==> src/rtl/multicycle_controller.sv <==
// multicycle_controller
//   Control FSM for the multicycle RV32I core. Steps each instruction through
//   fetch / decode / execute / memory / writeback, drives the shared datapath
//   mux selects, waits on the memory ready handshake and traps on illegal
//   opcodes.
//
//   Optional feature macro: CTRL_JAL_EN (adds the JAL sequence; without it the
//   JAL opcode traps).
//
//   Ports
//     clk, rst_n           clock, asynchronous active-low reset
//     op/funct3/funct7     fields from the instruction register
//     zero                 ALU zero flag (beq decision)
//     mem_ready            memory accepted/completed the request this cycle
//     mem_req/mem_write    memory request strobe and store qualifier
//     adr_src              memory address select (0 PC, 1 ALUOut)
//     ir_write/pc_write    instruction register and PC load enables
//     reg_write            register file write enable
//     alu_src_a/alu_src_b  ALU operand selects
//     result_src           result mux select
//     alu_control          ALU operation
//     imm_src              immediate format, decoded directly from op
//     illegal              sticky illegal-instruction flag
//
//   state     | meaning
//   ----------+------------------------------------------------------------
//   FETCH     | read instruction at PC, PC+4 into PC when memory is ready
//   DECODE    | register read, branch target (OldPC+imm) into ALUOut
//   MEMADR    | effective address rs1+imm for lw/sw
//   MEMREAD   | load request at ALUOut, wait for ready
//   MEMWB     | write loaded data to rd
//   MEMWRITE  | store request at ALUOut, wait for ready
//   EXECR     | R-type ALU operation rs1 op rs2
//   EXECI     | I-type ALU operation rs1 op imm
//   ALUWB     | write ALUOut to rd
//   BEQ       | compare rs1-rs2, take branch target if zero
//   JAL       | PC <= jump target, ALU forms OldPC+4 for the link
//   TRAP      | illegal opcode seen, frozen until reset
module multicycle_controller #(
  parameter int ALU_CTRL_W   = 3,
  parameter int RESULT_SRC_W = 2
) (
  input  logic                    clk,
  input  logic                    rst_n,
  input  logic [6:0]              op,
  input  logic [2:0]              funct3,
  input  logic [6:0]              funct7,
  input  logic                    zero,
  input  logic                    mem_ready,
  output logic                    mem_req,
  output logic                    mem_write,
  output logic                    adr_src,
  output logic                    ir_write,
  output logic                    pc_write,
  output logic                    reg_write,
  output logic [1:0]              alu_src_a,
  output logic [1:0]              alu_src_b,
  output logic [RESULT_SRC_W-1:0] result_src,
  output logic [ALU_CTRL_W-1:0]   alu_control,
  output logic [1:0]              imm_src,
  output logic                    illegal
);

  localparam logic [6:0] OP_LW  = 7'b0000011;
  localparam logic [6:0] OP_SW  = 7'b0100011;
  localparam logic [6:0] OP_R   = 7'b0110011;
  localparam logic [6:0] OP_I   = 7'b0010011;
  localparam logic [6:0] OP_BEQ = 7'b1100011;
  localparam logic [6:0] OP_JAL = 7'b1101111;

  typedef enum logic [3:0] {
    S_FETCH, S_DECODE, S_MEMADR, S_MEMREAD, S_MEMWB, S_MEMWRITE,
    S_EXECR, S_EXECI, S_ALUWB, S_BEQ, S_JAL, S_TRAP
  } state_t;

  // Per-state control word. The fetch/beq/jal/trap flags let the
  // input-qualified enables avoid a comparison on the state register.
  typedef struct packed {
    logic                    mem_req;
    logic                    mem_write;
    logic                    adr_src;
    logic                    reg_write;
    logic [1:0]              alu_src_a;
    logic [1:0]              alu_src_b;
    logic [1:0]              alu_op;
    logic [RESULT_SRC_W-1:0] result_src;
    logic                    fetch;
    logic                    beq;
    logic                    jal;
    logic                    trap;
  } ctl_t;

  state_t state, state_nxt;
  ctl_t   ctl_q;

  function automatic ctl_t decode_ctl(state_t s);
    ctl_t c;
    c = '0;
    case (s)
      S_FETCH: begin
        c.mem_req    = 1'b1;
        c.alu_src_b  = 2'b10;
        c.result_src = RESULT_SRC_W'(2'b10);
        c.fetch      = 1'b1;
      end
      S_DECODE: begin
        c.alu_src_a = 2'b01;
        c.alu_src_b = 2'b01;
      end
      S_MEMADR: begin
        c.alu_src_a = 2'b10;
        c.alu_src_b = 2'b01;
      end
      S_MEMREAD: begin
        c.mem_req = 1'b1;
        c.adr_src = 1'b1;
      end
      S_MEMWB: begin
        c.result_src = RESULT_SRC_W'(2'b01);
        c.reg_write  = 1'b1;
      end
      S_MEMWRITE: begin
        c.mem_req   = 1'b1;
        c.mem_write = 1'b1;
        c.adr_src   = 1'b1;
      end
      S_EXECR: begin
        c.alu_src_a = 2'b10;
        c.alu_op    = 2'b10;
      end
      S_EXECI: begin
        c.alu_src_a = 2'b10;
        c.alu_src_b = 2'b01;
        c.alu_op    = 2'b10;
      end
      S_ALUWB: c.reg_write = 1'b1;
      S_BEQ: begin
        c.alu_src_a = 2'b10;
        c.alu_op    = 2'b01;
        c.beq       = 1'b1;
      end
      S_JAL: begin
        c.alu_src_a = 2'b01;
        c.alu_src_b = 2'b10;
        c.jal       = 1'b1;
      end
      S_TRAP:  c.trap = 1'b1;
      default: ;
    endcase
    return c;
  endfunction

  always_comb begin
    state_nxt = state;
    case (state)
      S_FETCH:  if (mem_ready) state_nxt = S_DECODE;
      S_DECODE: begin
        case (op)
          OP_LW, OP_SW: state_nxt = S_MEMADR;
          OP_R:         state_nxt = S_EXECR;
          OP_I:         state_nxt = S_EXECI;
          OP_BEQ:       state_nxt = S_BEQ;
`ifdef CTRL_JAL_EN
          OP_JAL:       state_nxt = S_JAL;
`endif
          default:      state_nxt = S_TRAP;
        endcase
      end
      S_MEMADR:   state_nxt = (op == OP_SW) ? S_MEMWRITE : S_MEMREAD;
      S_MEMREAD:  if (mem_ready) state_nxt = S_MEMWB;
      S_MEMWB:    state_nxt = S_FETCH;
      S_MEMWRITE: if (mem_ready) state_nxt = S_FETCH;
      S_EXECR:    state_nxt = S_ALUWB;
      S_EXECI:    state_nxt = S_ALUWB;
      S_ALUWB:    state_nxt = S_FETCH;
      S_BEQ:      state_nxt = S_FETCH;
      S_JAL:      state_nxt = S_ALUWB;
      S_TRAP:     state_nxt = S_TRAP;
      default:    state_nxt = S_FETCH;
    endcase
  end

  // Control word is registered alongside the state so outputs come straight
  // from flops; it always equals decode_ctl(state).
  always_ff @(posedge clk or negedge rst_n) begin
    if (!rst_n) begin
      state <= S_FETCH;
      ctl_q <= decode_ctl(S_FETCH);
    end else begin
      state <= state_nxt;
      ctl_q <= decode_ctl(state_nxt);
    end
  end

  // Enables are additionally qualified by rst_n so they drop the instant
  // reset asserts, while the FETCH request reappears as soon as it releases.
  // ir_write/pc_write/beq use the same-cycle handshake and zero flag.
  assign mem_req    = rst_n & ctl_q.mem_req;
  assign mem_write  = rst_n & ctl_q.mem_write;
  assign adr_src    = ctl_q.adr_src;
  assign reg_write  = rst_n & ctl_q.reg_write;
  assign ir_write   = rst_n & ctl_q.fetch & mem_ready;
  assign pc_write   = rst_n & ((ctl_q.fetch & mem_ready) | (ctl_q.beq & zero) | ctl_q.jal);
  assign illegal    = rst_n & ctl_q.trap;
  assign alu_src_a  = ctl_q.alu_src_a;
  assign alu_src_b  = ctl_q.alu_src_b;
  assign result_src = ctl_q.result_src;

  always_comb begin
    alu_control = ALU_CTRL_W'(3'b000);
    case (ctl_q.alu_op)
      2'b01: alu_control = ALU_CTRL_W'(3'b001);
      2'b10: begin
        case (funct3)
          // op[5] separates R-type (sub allowed) from addi
          3'b000:  alu_control = (op[5] & funct7[5]) ? ALU_CTRL_W'(3'b001)
                                                     : ALU_CTRL_W'(3'b000);
          3'b010:  alu_control = ALU_CTRL_W'(3'b101);
          3'b110:  alu_control = ALU_CTRL_W'(3'b011);
          3'b111:  alu_control = ALU_CTRL_W'(3'b010);
          default: alu_control = ALU_CTRL_W'(3'b000);
        endcase
      end
      default: alu_control = ALU_CTRL_W'(3'b000);
    endcase
  end

  always_comb begin
    imm_src = 2'b00;
    case (op)
      OP_SW:   imm_src = 2'b01;
      OP_BEQ:  imm_src = 2'b10;
      OP_JAL:  imm_src = 2'b11;
      default: imm_src = 2'b00;
    endcase
  end

  logic unused_funct7;
  assign unused_funct7 = ^{funct7[6], funct7[4:0]};

endmodule

==> config.mk <==
export PLATFORM = sky130hd
export DESIGN_NAME = multicycle_controller
export DESIGN_NICKNAME = d
export VERILOG_FILES = /design/src/rtl/multicycle_controller.sv
export SDC_FILE = /design/constraint.sdc
export NUM_CORES = 1
export LEC_CHECK = 0
export ABC_AREA = 1
export CORE_MARGIN = 2
export CORE_UTILIZATION = 48
export CTS_CLUSTER_DIAMETER = 60
export DETAILED_ROUTE_END_ITERATION = 16
export PLACE_DENSITY_LB_ADDON = 0.05
export REMOVE_ABC_BUFFERS = 1
export SETUP_SLACK_MARGIN = 0.2
export SLEW_MARGIN = 40
export SYNTH_ARGS = -nofsm -noshare
export SYNTH_HDL_FRONTEND = slang
export SYNTH_SLANG_ARGS = --single-unit
==> constraint.sdc <==
create_clock -name clk -period 3.7 [get_ports clk]
set_input_delay 0.37 -clock clk [delete_from_list [all_inputs] [get_ports clk]]
set_output_delay 0.37 -clock clk [all_outputs]
set_load 0.02 [all_outputs]
==> results of run 1 <==
==> state kept, by name (all words and copies together), names as in the netlist <==
name / count
result_src: 2
adr_src: 1
alu_src_b: 2
state: 4
ctl_q: 8
alu_src_a: 2
==> power by group through the flow <==
stage | clock (mW) | combinational [mW] | sequential [mW]
finish | 0.0980 | 0.567 | 0.334
detailed placement | 0 | 0.572 | 0.338
floorplan | 0 | 0.380 | 0.360
global route | 0.112 | 0.642 | 0.343
global placement | 0 | 0.563 | 0.335
CTS | 0.102 | 0.573 | 0.334
==> cell usage in the layout, fill, tap and decap left out <==
master / n
or2_2: 1
o221ai_1: 1
clkbuf_1: 1
nor2_4: 2
clkdlybuf4s50_1: 32
nand4_1: 2
inv_1: 26
nor3b_1: 1
nor2_2: 6
nand3_1: 10
nor2_1: 21
buf_4: 2
nor4_1: 1
a21oi_1: 2
dfstp_2: 4
nor3_1: 1
o21ai_1: 1
inv_2: 7
nand3_4: 1
ha_1: 2
o211ai_1: 1
dfrtp_1: 15
clkbuf_4: 3
nand3_2: 3
nand2_1: 38
conb_1: 1
nand2_2: 4
==> cell type report <==
class                      count  share of cell area
clock buffer                   4             0.01749
inverter                      33             0.08243
multi-input combinational     99              0.3339
sequential                    19              0.3197
tap                           28             0.02331
timing repair buffer          34              0.2231
==> per-stage QoR <==
stage	std cells	util	hold slack, ps	power, mW	worst slack, ps
floorplan	151	-	74.41	0.7399	2086
global placement	213	0.6548	581.9	0.8972	1312
detailed placement	213	0.6548	582.0	0.9098	1269
CTS	217	0.6665	311.8	1.009	1253
global route	217	0.6665	304.4	1.097	1134
finish	217	0.6665	313.7	0.9992	1284
==> layer usage <==
layer	up-vias	global-route usage	routed length, um
met5	-	0	0
met4	0	0.02991	0
met3	0	0.04802	187
met2	34	0.3354	1074
met1	469	0.2245	961
li1	530	-	-
==> worst max-delay path by stage <==
stage / start / slack, ps / endpoint / cells past startpoint
CTS: ctl_q[6] / 1250 / alu_control[0] / 6
finish: ctl_q[6] / 1280 / alu_control[0] / 6
floorplan: ctl_q[6] / 2090 / alu_control[0] / 5
global placement: rst_n / 1310 / pc_write / 5
global route: ctl_q[6] / 1130 / alu_control[0] / 6
detailed placement: rst_n / 1270 / pc_write / 5
==> kinds of logic (layout without fill, tap and decap cells) <==
kind of cell	after synthesis	count (layout)	share of synthesized area
simple gates	91	91	0.3800
fa+ha+maj	2	2	0.02153
flops	19	19	0.4133
buf+inv	40	71	0.1550
compound gates	5	5	0.02691
other cells	1	1	0.003226
==> flow_metrics.py, run 1 <==
metrics = {
    "pwr": {
        "seq_power_share": 0.334,
        "vdd_drop_max_mv": 0.4431,
        "switchingPower_mw": 0.4529,
        "p_leak_nw": 0.8251,
        "power_frac_clock": 0.098,
        "switching_share": 0.4533,
        "powerDensity_nw_per_um2": 664.9,
        "p_int_mw": 0.5463,
        "combPwrFrac": 0.568,
    },
    "synth": {
        "ys_warn_count": 0,
        "synthesis.area_um2": 1162,
        "synth_common_cells": "38 x nand2_1, 26 x inv_1, 21 x nor2_1, 15 x dfrtp_1, 10 x nand3_1",
        "synth_top_area_frac": 0.3229,
        "synthFlopType": "dfrtp_1",
        "seq_area_frac_synth": 0.4133,
        "ys_async_sr_fraction": 1.000,
        "synth_area_leaders": "dfrtp_1 32%, nand2_1 12%, dfstp_2 9.0%",
        "syn-instance-count": 158,
        "yosysTopAreaCell": "dfrtp_1",
        "ys_ff_latch": 19,
        "synth_edf_count": 0,
        "synth.avg_cell_area_um2": 7.357,
        "synth.distinct_cells": 25,
        "yosysMostFrequentCell": "nand2_1",
    },
    "global_route": {
        "antenna_found_initial": 0,
        "grt_usage": 0.1863,
        "grt_max_degree": 13,
        "grt_pass1_vias": 971,
        "grt_pass1_wl_mm": 3.884,
        "gr-total-overflow": 0,
    },
    "final_layout": {
        "diodes": 0,
        "area_delta_synth_final_pct": 29.28,
        "fin_area_um2": 1503,
        "drive_gt1_frac": 0.1746,
        "multi_input_area_um2": 501.7,
        "nFillCells": 204,
        "final_nets": 213,
        "seqCellArea_um2": 480.5,
    },
    "cts": {
        "h-tree-depth": 1,
        "clkSinkCount": 19,
        "clk_latency_ps": 280,
        "post_cts_buffers": 0,
        "cts_root_buf": "clkbuf_4",
        "cts_resized": 0,
        "cts.path.max_buffers": 2,
        "hold_buffers": 0,
        "cts_buffers": 3,
        "path_clk_slew_ps": 100,
        "cts_tree": "yes",
    },
    "critical_path": {
        "cp_slowest_cell": "clkdlybuf4s50_1",
        "path_max_fanout": 3,
        "reg2reg_depth": 8,
        "reg2reg_to": "alu_src_b[0]",
        "cp-end-kind": "output port",
        "cp.buffers_inverters": 3,
        "crit_chain": "inv_1, ha_1, inv_1, nand3_1, o221ai_1, clkdlybuf4s50_1",
        "cp_data_arrival_time_ps": 2050,
        "crit_type": "reg -> out",
        "ff2ff_setup_slack_ps": 2270,
        "r2r-start": "state[1]",
        "cpMostUsedCell": "inv_1",
        "cp_top_family": "buffers and inverters",
        "start_kind": "flip-flop",
        "cpPeakStageDelay_ps": 630,
        "cp.required_ps": 3330,
    },
    "sta": {
        "drv_slew": 0,
        "rsz0062_at_grt": "false",
        "finalCriticalPeriod_ps": 2416,
        "fmax_mhz": 413.9,
        "clock-skew-final_ps": 2.603,
        "tns_ps": 0,
        "finalHoldViolCount": 0,
        "period_share": 0.6529,
        "setup-violations-final": 0,
    },
    "status": {
        "status": "completed",
    },
    "route": {
        "post_drt_wl_per_cell_um": 10.24,
        "via_per_inst": 4.760,
        "vias": 1033,
        "drtIter0Drc": 18,
        "routed_wl_mm": 2.223,
        "ant_nets": 0,
        "route.detailed.drc": 0,
        "firstDrtPassIters": 4,
    },
    "floorplanning": {
        "ioPinCount": 39,
        "die_w_um": 53.21,
        "die_h_um": 53.21,
        "dieArea_um2": 2831,
        "fp-row-count": 17,
        "core-area_um2": 2255,
        "initial_core_util": 0.5155,
    },
    "hold_path": {
        "hold_class": "in -> async",
    },
    "job": {
        "maxCapViolations": 0,
    },
    "placed_design": {
        "place_congestion": 0.9929,
        "dp_hpwl_mm": 1.900,
        "portBuffers": 32,
        "dpl_cell_area_um2": 1476,
    },
}
Power figures use the tool's default switching activity.
==> run 2: changes to the inputs <==
Settings changed: CORE_UTILIZATION 48 to 45.
Clock period 3.7 ns to 2.5 ns, I/O delays scaled along.
==> flow_metrics.py, run 2 (synthesis gave the netlist of run 1 again) <==
metrics = {
    "global_route": {
        "grt_max_degree": 12,
        "grt_pass1_wl_mm": 3.401,
        "gr-total-overflow": 0,
        "grt_pass1_vias": 874,
        "grt_usage": 0.1566,
        "antenna_found_initial": 0,
    },
    "cts": {
        "cts_buffers": 3,
        "h-tree-depth": 1,
        "clkSinkCount": 19,
        "cts.path.max_buffers": 2,
        "path_clk_slew_ps": 90,
        "hold_buffers": 0,
        "cts_root_buf": "clkbuf_4",
        "cts_tree": "yes",
        "clk_latency_ps": 280,
    },
    "hold_path": {
        "hold_class": "in -> async",
    },
    "final_layout": {
        "largest_registers": "ctl_q: 8 flops, state: 4 flops",
        "layout.cells.most_common": "nand2_1",
        "nFillCells": 230,
        "final_nets": 213,
        "largest-register": "ctl_q",
        "largest_reg_flops": 8,
        "diodes": 0,
        "most-common-layout-cells": "38 x nand2_1, 31 x clkdlybuf4s50_1, 26 x inv_1",
        "area_delta_synth_final_pct": 29.39,
        "drive_gt1_frac": 0.1746,
        "fin_area_um2": 1504,
    },
    "sta": {
        "tns_ps": 0,
        "drv_slew": 0,
        "finalHoldViolCount": 0,
        "rsz0062_at_grt": "false",
        "finalCriticalPeriod_ps": 2185,
        "clock-skew-final_ps": 2.282,
        "setup-violations-final": 0,
        "fmax_mhz": 457.8,
        "period_share": 0.8738,
        "setup_slack_ps": 315.4,
    },
    "critical_path": {
        "path_max_fanout": 3,
        "ff2ff_setup_slack_ps": 1020,
        "start_kind": "flip-flop",
        "crit_type": "reg -> out",
        "r2r-start": "state[1]",
        "cp.required_ps": 2250,
        "cp_data_arrival_time_ps": 1930,
        "cp-end-kind": "output port",
        "startpoint": "ctl_q[6]",
    },
    "route": {
        "firstDrtPassIters": 4,
        "vias": 993,
        "routed_wl_mm": 2.265,
        "via_per_inst": 4.534,
        "ant_nets": 0,
        "route.detailed.drc": 0,
        "drtIter0Drc": 17,
        "post_drt_wl_per_cell_um": 10.34,
    },
    "floorplanning": {
        "core-area_um2": 2455,
        "ioPinCount": 39,
        "fp-row-count": 18,
        "dieArea_um2": 3006,
        "initial_core_util": 0.4735,
        "die_w_um": 54.83,
        "die_h_um": 54.83,
    },
    "pwr": {
        "switchingPower_mw": 0.6786,
        "p_int_mw": 0.8076,
        "powerDensity_nw_per_um2": 988.1,
        "power_frac_clock": 0.096,
        "p_leak_nw": 0.8299,
        "combPwrFrac": 0.572,
        "finalPower_mw": 1.486,
        "vdd_drop_max_mv": 0.7787,
        "seq_power_share": 0.332,
        "switching_share": 0.4566,
    },
    "placed_design": {
        "dp_hpwl_mm": 1.924,
        "dpl_cell_area_um2": 1479,
        "place_congestion": 0.8811,
        "post-place-ws_ps": 403.0,
        "portBuffers": 32,
    },
    "status": {
        "status": "completed",
    },
    "job": {
        "maxCapViolations": 0,
    },
}
[run 2: worst max-delay path, cell delays in order (launching register included)]
cell	delay [ps]
dfrtp_1	390
inv_1	60
ha_1	280
inv_1	90
nand3_1	120
nor2_1	120
clkdlybuf4s50_1	600
[run 2: power by group through the flow]
| stage | clock (mW) | sequential (mW) | combinational [mW] |
|---|---|---|---|
| global placement | 0 | 0.496 | 0.836 |
| global route | 0.165 | 0.504 | 0.943 |
| detailed placement | 0 | 0.501 | 0.853 |
| CTS | 0.151 | 0.494 | 0.854 |
| finish | 0.143 | 0.493 | 0.850 |
| floorplan | 0 | 0.533 | 0.562 |
[run 2: cell type report]
type / count / area (um^2) / area share
clock buffer: 4 / 26.28 / 0.01747
timing repair buffer: 34 / 334.1 / 0.2221
tap: 30 / 37.54 / 0.02496
inverter: 33 / 123.9 / 0.08236
sequential: 19 / 480.5 / 0.3195
multi-input combinational: 99 / 501.7 / 0.3336
[run 2: per-stage QoR]
step | cells | hold slack, ps | util
floorplan | 151 | -45.59 | -
global placement | 215 | 512.4 | 0.6024
detailed placement | 215 | 516.9 | 0.6024
CTS | 219 | 203.7 | 0.6126
global route | 219 | 199.7 | 0.6126
finish | 219 | 203.1 | 0.6126
[run 2: path summary, 6_finish.rpt]
kind / endpoint / cells after the start
worst max register to register: alu_src_a[1] / 8
worst max-delay path: alu_control[2] / 6
max in group asynchronous: result_src[1] / 2
min in group clk: alu_src_a[0] / 1
worst min register to register: alu_src_a[0] / 1
worst min-delay path: ctl_q[0] / 1
[run 2: repair_timing]
item | in CTS | in global routing
buffers inserted | 0 | 0
gates resized for setup | 1 | 0
setup endpoints to repair | 1 | 0
[run 2: routing by layer]
layer | up-vias | GRT usage | wire length, um
li1 | 532 | - | -
met2 | 23 | 0.2976 | 1093
met1 | 438 | 0.1812 | 1018
met4 | 0 | 0.004167 | 0
met3 | 0 | 0.04372 | 153
met5 | - | 0 | 0
==> run 3: changes to the inputs <==
Settings changed: PLACE_DENSITY set to 0.79, PLACE_DENSITY_LB_ADDON 0.05 to unset.
==> flow_metrics.py, run 3 (synthesis gave the netlist of run 1 again) <==
metrics = {
    "critical_path": {
        "path_max_fanout": 3,
        "cp-end-kind": "output port",
        "cpPeakStageDelay_ps": 590,
        "cp_data_arrival_time_ps": 1830,
        "cp.required_ps": 2250,
        "cp_slowest_cell": "clkdlybuf4s50_1",
        "crit_type": "in -> out",
        "cp.buffers_inverters": 4,
        "start_kind": "input port",
        "cp_top_family": "buffers and inverters",
        "crit_chain": "clkdlybuf4s50_1, inv_1, nor2_2, nand2_1, nor2_2, inv_2, nand2_1, clkdlybuf4s50_1",
    },
    "route": {
        "routed_wl_mm": 2.261,
        "ant_nets": 0,
        "route.detailed.drc": 0,
        "post_drt_wl_per_cell_um": 10.28,
        "via_per_inst": 4.618,
        "drtIter0Drc": 13,
        "firstDrtPassIters": 4,
        "vias": 1016,
    },
    "floorplanning": {
        "die_w_um": 54.83,
        "fp-row-count": 18,
        "die_h_um": 54.83,
        "core-area_um2": 2455,
        "dieArea_um2": 3006,
        "initial_core_util": 0.4735,
        "ioPinCount": 39,
    },
    "sta": {
        "clock-skew-final_ps": 1.334,
        "fmax_mhz": 479.7,
        "finalCriticalPeriod_ps": 2085,
        "rsz0062_at_grt": "false",
        "drv_slew": 0,
        "tns_ps": 0,
        "period_share": 0.8339,
        "setup-violations-final": 0,
        "finalHoldViolCount": 0,
    },
    "placed_design": {
        "dp_hpwl_mm": 1.939,
        "dpl_cell_area_um2": 1486,
        "place_congestion": 0.9003,
        "portBuffers": 32,
    },
    "pwr": {
        "switching_share": 0.4555,
        "powerDensity_nw_per_um2": 977.3,
        "power_frac_clock": 0.097,
        "seq_power_share": 0.332,
        "vdd_drop_max_mv": 0.7892,
        "combPwrFrac": 0.571,
        "p_int_mw": 0.8091,
        "p_leak_nw": 0.8860,
        "switchingPower_mw": 0.6767,
    },
    "global_route": {
        "grt_usage": 0.1656,
        "gr-total-overflow": 0,
        "grt_pass1_vias": 851,
        "grt_pass1_wl_mm": 3.443,
        "grt_max_degree": 11,
        "antenna_found_initial": 0,
    },
    "cts": {
        "clk_latency_ps": 290,
        "h-tree-depth": 1,
        "cts_tree": "yes",
        "path_clk_slew_ps": 90,
        "cts_buffers": 3,
        "cts.path.max_buffers": 2,
        "cts_root_buf": "clkbuf_4",
        "hold_buffers": 0,
        "clkSinkCount": 19,
    },
    "final_layout": {
        "area_delta_synth_final_pct": 30.79,
        "largest_reg_flops": 8,
        "fin_area_um2": 1520,
        "layout.cells.most_common": "nand2_1",
        "largest_registers": "ctl_q: 8 flops, state: 4 flops",
        "final_nets": 214,
        "largest-register": "ctl_q",
        "final_core_util": 0.6193,
        "diodes": 0,
        "drive_gt1_frac": 0.1789,
        "most-common-layout-cells": "38 x nand2_1, 29 x clkdlybuf4s50_1, 26 x inv_1",
    },
    "job": {
        "maxCapViolations": 0,
    },
    "status": {
        "status": "completed",
    },
    "hold_path": {
        "hold_class": "in -> async",
    },
}
## run 3: changes by cell type in the layout (fill, tap and decap cells not counted)
cell	delta
buf_4	+1
clkdlybuf4s50_1	-2
dlygate4sd2_1	-1
dlymetal6s2s_1	+3
## run 3: power by group through the flow
stage               clock network, mW  logic (mW)  registers (mW)
floorplan                           0       0.562           0.533
global placement                    0       0.827           0.495
detailed placement                  0       0.857           0.498
CTS                             0.150       0.858           0.492
global route                    0.166       0.948           0.506
finish                          0.145       0.848           0.493
## run 3: area by class of cell
class | count | area (um^2)
Tap cell | 30 | 37.54
Clock buffer | 4 | 26.28
Inverter | 33 | 123.9
Fill cell | 205 | 934.6
Multi-Input combinational cell | 99 | 501.7
Timing Repair Buffer | 35 | 350.3
Sequential cell | 19 | 480.5
## run 3: worst paths after layout
path / start / to / slack (ps) / depth (start not counted)
min in group clk: state[0] / alu_src_a[0] / 600 / 1
worst min register to register: state[0] / alu_src_a[0] / 600 / 1
worst max register to register: state[1] / ctl_q[15] / 1030 / 8
worst min-delay path: rst_n / adr_src / 200 / 1
max in group asynchronous: rst_n / ctl_q[3] / 1840 / 2
worst max-delay path: op[5] / imm_src[0] / 420 / 8
## run 3: what timing repair did
item | CTS | global route
endpoints found under the hold margin | 0 | 0
buffers inserted | 0 | 0
endpoints found under the setup margin | 0 | 3
gates resized for setup | 0 | 3
## run 3: metal layers
| metal | track usage | routed length (um) |
|---|---|---|
| met5 | 0 | 0 |
| met4 | 0.01667 | 0 |
| met3 | 0.06284 | 150 |
| met2 | 0.2976 | 1167 |
| met1 | 0.1910 | 943 |
## run 3: per-stage QoR
step	power, mW	instances	setup slack [ps]	hold slack (ps)
floorplan	1.095	151	1006	-45.59
global placement	1.322	216	430.2	503.5
detailed placement	1.355	216	406.7	510.1
CTS	1.500	220	209.8	185.8
global route	1.620	220	301.5	179.7
finish	1.486	220	415.3	196.0
